`src/rtl/freq_counter_pkg.sv`:
```
// Shared definitions for the frequency-counter measurement sequencer:
// sequencer state encoding and the gate-length table indexed by range select.
package freq_counter_pkg;

    localparam int GATE_W = 20;

    typedef enum logic [2:0] {
        ST_CLEAR     = 3'd0,
        ST_GATE      = 3'd1,
        ST_SETTLE    = 3'd2,
        ST_LATCH     = 3'd3,
        ST_REFRESH   = 3'd4,
        ST_HOLDOFF   = 3'd5,
        ST_WAIT_DONE = 3'd6,
        ST_FROZEN    = 3'd7
    } state_t;

    // Gate length in reference-clock cycles for each range select value.
    localparam logic [GATE_W-1:0] GATE_CYCLES [4] = '{
        20'd1000, 20'd10000, 20'd100000, 20'd1000000
    };

    // Gate timer preload: the timer counts N-1 down to 0, giving N gate cycles.
    function automatic logic [GATE_W-1:0] gate_load(input logic [1:0] range_sel);
        return GATE_CYCLES[range_sel] - GATE_W'(1);
    endfunction

endpackage

```
`src/rtl/measure_sequencer.sv`:
```
// Measurement sequencer for a gated BCD frequency counter: clears the
// counter, opens the gate for the selected time, lets the count settle,
// latches the digits and hands the result to the display streamer.
// Every output is a register whose next value is derived from the next state,
// so outputs change exactly with the state they belong to.
module measure_sequencer
    import freq_counter_pkg::*;
#(
    parameter int CLEAR_CYCLES   = 4,
    parameter int SETTLE_CYCLES  = 4,
    parameter int HOLDOFF_CYCLES = 2
) (
    input  logic       clk_in,
    input  logic       reset_in,
    input  logic [1:0] range_sel_in,
    input  logic       hold_in,
    input  logic       overflow_in,
    input  logic       streamer_ready_in,
    output logic       cnt_reset_out,
    output logic       cnt_enable_out,
    output logic       latch_stb_out,
    output logic       refresh_stb_out,
    output logic [1:0] range_out,
    output logic       overflow_out
);

    localparam int PHASE_W = 16;
    localparam logic [PHASE_W-1:0] CLEAR_LOAD   = PHASE_W'(CLEAR_CYCLES - 1);
    localparam logic [PHASE_W-1:0] SETTLE_LOAD  = PHASE_W'(SETTLE_CYCLES - 1);
    localparam logic [PHASE_W-1:0] HOLDOFF_LOAD = PHASE_W'(HOLDOFF_CYCLES - 1);

    state_t              state_q, state_d;
    logic [PHASE_W-1:0]  phase_q, phase_d;
    logic [GATE_W-1:0]   gate_q, gate_d;
    logic [1:0]          range_q, range_d;
    logic                sticky_q, sticky_d;
    logic                refresh_stb_d;

    // Next-state, timer and strobe decisions for the measurement cycle.
    always_comb begin
        state_d       = state_q;
        phase_d       = phase_q;
        gate_d        = gate_q;
        range_d       = range_q;
        sticky_d      = sticky_q;
        refresh_stb_d = 1'b0;

        case (state_q)
            ST_CLEAR: begin
                sticky_d = 1'b0;
                if (phase_q == '0) begin
                    // Range is captured once here so later changes only
                    // affect the following measurement.
                    state_d = ST_GATE;
                    gate_d  = gate_load(range_sel_in);
                    range_d = range_sel_in;
                end else begin
                    phase_d = phase_q - 1'b1;
                end
            end
            ST_GATE: begin
                if (overflow_in) begin
                    sticky_d = 1'b1;
                end
                if (gate_q == '0) begin
                    state_d = ST_SETTLE;
                    phase_d = SETTLE_LOAD;
                end else begin
                    gate_d = gate_q - 1'b1;
                end
            end
            ST_SETTLE: begin
                if (phase_q == '0) begin
                    state_d = ST_LATCH;
                end else begin
                    phase_d = phase_q - 1'b1;
                end
            end
            ST_LATCH: begin
                // Ready is watched from the latch cycle onward; the registered
                // strobe follows the first cycle it is seen high.
                state_d       = ST_REFRESH;
                refresh_stb_d = streamer_ready_in;
            end
            ST_REFRESH: begin
                if (refresh_stb_out) begin
                    state_d = ST_HOLDOFF;
                    phase_d = HOLDOFF_LOAD;
                end else begin
                    refresh_stb_d = streamer_ready_in;
                end
            end
            ST_HOLDOFF: begin
                // The streamer's ready lags the strobe; ignore it here.
                if (phase_q == '0) begin
                    state_d = ST_WAIT_DONE;
                end else begin
                    phase_d = phase_q - 1'b1;
                end
            end
            ST_WAIT_DONE: begin
                if (streamer_ready_in) begin
                    if (hold_in) begin
                        state_d = ST_FROZEN;
                    end else begin
                        state_d = ST_CLEAR;
                        phase_d = CLEAR_LOAD;
                    end
                end
            end
            ST_FROZEN: begin
                if (!hold_in) begin
                    state_d = ST_CLEAR;
                    phase_d = CLEAR_LOAD;
                end
            end
            default: begin
                state_d = ST_CLEAR;
                phase_d = CLEAR_LOAD;
            end
        endcase
    end

    // State, timers and registered outputs; reset restarts a full clear.
    always_ff @(posedge clk_in) begin
        if (reset_in) begin
            state_q         <= ST_CLEAR;
            phase_q         <= CLEAR_LOAD;
            gate_q          <= '0;
            range_q         <= '0;
            sticky_q        <= 1'b0;
            cnt_reset_out   <= 1'b1;
            cnt_enable_out  <= 1'b0;
            latch_stb_out   <= 1'b0;
            refresh_stb_out <= 1'b0;
            range_out       <= '0;
            overflow_out    <= 1'b0;
        end else begin
            state_q         <= state_d;
            phase_q         <= phase_d;
            gate_q          <= gate_d;
            range_q         <= range_d;
            sticky_q        <= sticky_d;
            cnt_reset_out   <= (state_d == ST_CLEAR);
            cnt_enable_out  <= (state_d == ST_GATE);
            latch_stb_out   <= (state_d == ST_LATCH);
            refresh_stb_out <= refresh_stb_d;
            if (state_d == ST_LATCH) begin
                range_out    <= range_q;
                overflow_out <= sticky_q;
            end
        end
    end

endmodule
```
`config.mk`:
```
export PLATFORM = sky130hd
export DESIGN_NAME = measure_sequencer
export DESIGN_NICKNAME = d
export VERILOG_FILES = /design/src/rtl/freq_counter_pkg.sv /design/src/rtl/measure_sequencer.sv
export SDC_FILE = /design/constraint.sdc
export NUM_CORES = 1
export LEC_CHECK = 0
export CAP_MARGIN = 30
export CORE_UTILIZATION = 58
export CTS_BUF_LIST = sky130_fd_sc_hd__clkbuf_16
export CTS_CLUSTER_DIAMETER = 100
export DETAILED_ROUTE_END_ITERATION = 10
export GPL_TIMING_DRIVEN = 0
export PLACE_DENSITY = 0.83
export SLEW_MARGIN = 25
export SYNTH_ARGS = -nofsm -noshare
export SYNTH_HDL_FRONTEND = slang
export SYNTH_SLANG_ARGS = --single-unit
```
`constraint.sdc`:
```
create_clock -name clk_in -period 3.55 [get_ports clk_in]
set_clock_uncertainty 0.05 [all_clocks]
set_input_delay 0.355 -clock clk_in [delete_from_list [all_inputs] [get_ports clk_in]]
set_output_delay 0.355 -clock clk_in [all_outputs]
set_load 0.01 [all_outputs]
```
==> impl_metrics.ini <==
[status]
status = finished clean

[worst_setup_path]
crit_arrival_ps = 3410
path_buf_inv = 4
slowest_delay_ps = 420
crit_chain = clkbuf_1 > nor3b_4 > clkbuf_1 > clkbuf_2 > nand2_1 > ha_1 > clkbuf_1 > nor4b_4 > nand2_1 > nor2_1 > a21oi_1 > o221a_2
critPathLaunchType = flop
endpoint_kind = flop
crit_family = buffers and inverters
slowest_stage = nor4b_4
worstSetupPathType = flop to flop
timing.critical_path.mode_cell = clkbuf_1
required_ps = 3690
cp_max_fo = 10

[clocking]
post_cts_buffers = 0
root_buffer = clkbuf_16
cts_buffer_depth = 2
numCtsBuffers = 5
clock-sinks = 49
cts_tree = done
cts_max_level = 2
clk_transition_reported_paths_ps = 60
clk_latency_ps = 290

[yosys]
syn-num-nets = 379
netlist.area_leader.share_pct = 34.8
netlist.top_cell.by_area = dfxtp_1
syn_area_mm2 = 0.00282
yosys.area_share.xor_xnor_pct = 3.42
synth.most_common_cell = dfxtp_1
yosys.area_share.adder_pct = 4.00
syn_avg_cell_area_um2 = 7.76
synthTopCellsByCount = dfxtp_1 (49), nor2_1 (44), a21oi_1 (33), nand2_1 (33), o21ai_0 (23)
muxShareOfSynthArea_pct = 1.82
synth_cell_type_count = 58
synthFlopType = dfxtp_1
yosys_warnings = 0
synth-compound-area-share_pct = 21.4
synth-seq-cells = 49
synth_top_family_by_area = simple AND/OR/NAND/NOR gates
synth_edf_count = 0
synth_area_leaders = dfxtp_1 (35%), a21oi_1 (5.9%), nor2_1 (5.9%)
synthArstFlopShare_pct = 0
yosys.area_share.simple_pct = 29.9
syn_inst = 363
seq_area_frac_synth_pct = 34.8

[global_route]
use_met2_pct = 46.0
grt_overflow = 0
grt_antenna_before_repair = 0
grt_util_all_layers_pct = 27.9
grt_pass1_vias = 2513
grtUsageMet1_pct = 36.1
grt_pass1_wl_mm = 11.4
grt_busiest_layer = met2
grt_max_degree = 17
gr-usage-met3_pct = 4.92

[final_layout]
final_util_pct = 71.2
antenna_cells = 0
syn_to_final_growth_pct = 13.8
fill_cells = 381
finalNonFillerCells = 435
nets = 398
final_area_mm2 = 0.00321
drive_above_1_share_pct = 8.62

[drt]
wl_per_cell_um = 15.8
vias = 2732
ant_nets = 0
firstDrtPassIters = 5
postRouteWirelength_mm = 6.88
drt-vias-per-instance = 6.28
drc = 0
drtIter0Drc = 215

[place]
pre_cts_ws_ps = -215
placed_area_mm2 = 0.00301
dp.cells = 428
gp_congestion = 0.957
numPortBuffers = 13
post-dp-hpwl_mm = 4.79

[floorplanning]
core-area_mm2 = 0.00450
start_util_pct = 62.6
ios = 14
die_area_mm2 = 0.00514
dieHeight_um = 71.7
rows = 24
chipWidth_um = 71.7

[power_and_ir_drop]
power_leakage_uw = 0.00120
report.power.total_uw = 2520
power-per-cell-area_mw_per_mm2 = 787
peakVddDrop_mv = 0.410

[sta]
worst_slew_pin_slew_ps = 694
setup_ws_ps = 273
hold_viol = 0
period_needed_ps = 3280
max_slew_margin_pct = 53.4
rsz0062_at_grt = false
timing.final.crit_share_pct = 92.3
drv_slew = 0
max_freq_ghz = 0.305
finalSetupViolCount = 0

[job]
max-cap-violations = 0

[hold_path]
worstHoldPathType = flop to flop
-- final timing paths --
| check | from | endpoint | slack [ps] | cells after the start |
|---|---|---|---|---|
| setup / recovery | state_q[1] | gate_q[14] | 270 | 12 |
| hold / removal | range_q[0] | range_q[0] | 410 | 2 |
| setup reg to reg | state_q[1] | gate_q[14] | 270 | 12 |
| hold reg to reg | range_q[0] | range_q[0] | 410 | 2 |
-- cell families after synthesis --
logic type | count (synthesis)
xor gates and xnor gates | 11
buffers and inverters | 33
adders and majority gates | 9
muxes | 5
DFF | 49
and+or+nand+nor | 159
AOI/OAI and AO/OA | 97
-- report_power, final --
| part | total (uW) | leakage (uW) | internal (uW) | switching (uW) |
|---|---|---|---|---|
| clock | 543 | 0.0000842 | 333 | 209 |
| combinational | 1190 | 0.000719 | 456 | 735 |
| sequential | 790 | 0.000397 | 665 | 125 |
-- worst reg2reg max path, delay by kind of cell (launching register included) --
family / cells / cell delay [ps]
fa+ha+maj: 1 / 140
buf+inv: 4 / 1240
compound gates: 2 / 380
flops: 1 / 310
simple gates: 5 / 1060
-- layer usage --
metal	up-vias	share of wire [%]
li1	1354	-
met4	0	1.4
met2	94	48
met1	1272	43
met5	-	0
met3	12	7.2
-- state kept, by name, summed over array words and instances (netlist names), 2 cells and up --
signal / cells
gate_q: 20
phase_q: 16
range_out: 2
state_q: 3
range_q: 2
-- layout by cell type, fill, tap and decap left out, types with 5 or more instances in the layout --
cell type and n:
a21oi_1 33, a31oi_1 7, clkbuf_1 16, clkbuf_16 5, clkdlybuf4s50_1 13, dfxtp_1 49, ha_1 9, inv_1 10
nand2_1 33, nand2b_1 5, nand3_1 12, nor2_1 44, nor3_1 15, nor4_1 7, o21ai_0 23, o31ai_1 5
or3_1 8, xnor2_1 9
-- layout make-up --
| cell class | instances | area [um2] | area share (%) |
|---|---|---|---|
| inverters | 10 | 37.5 | 1.17 |
| multi-input cells | 281 | 1730 | 54.0 |
| well taps | 52 | 65.1 | 2.03 |
| clock inverters | 3 | 43.8 | 1.37 |
| flip-flops and latches | 49 | 981 | 30.6 |
| plain buffers | 22 | 92.6 | 2.89 |
| clock buffers | 5 | 125 | 3.90 |
| repair buffers | 13 | 130 | 4.06 |
-- stage by stage --
stage	setup TNS, ps	hold slack, ps
after floorplan	0	381
after global placement	-698	399
after detailed placement	-869	404
after CTS	0	414
after global routing	0	432
final	0	408
-- timing repair --
item | in CTS | in global routing
hold buffers | 0 | 0
cloned | 0 | 0
endpoints found under the setup margin | 7 | 7
gates resized for setup | 2 | 4
(Power assumes the default switching activity.)
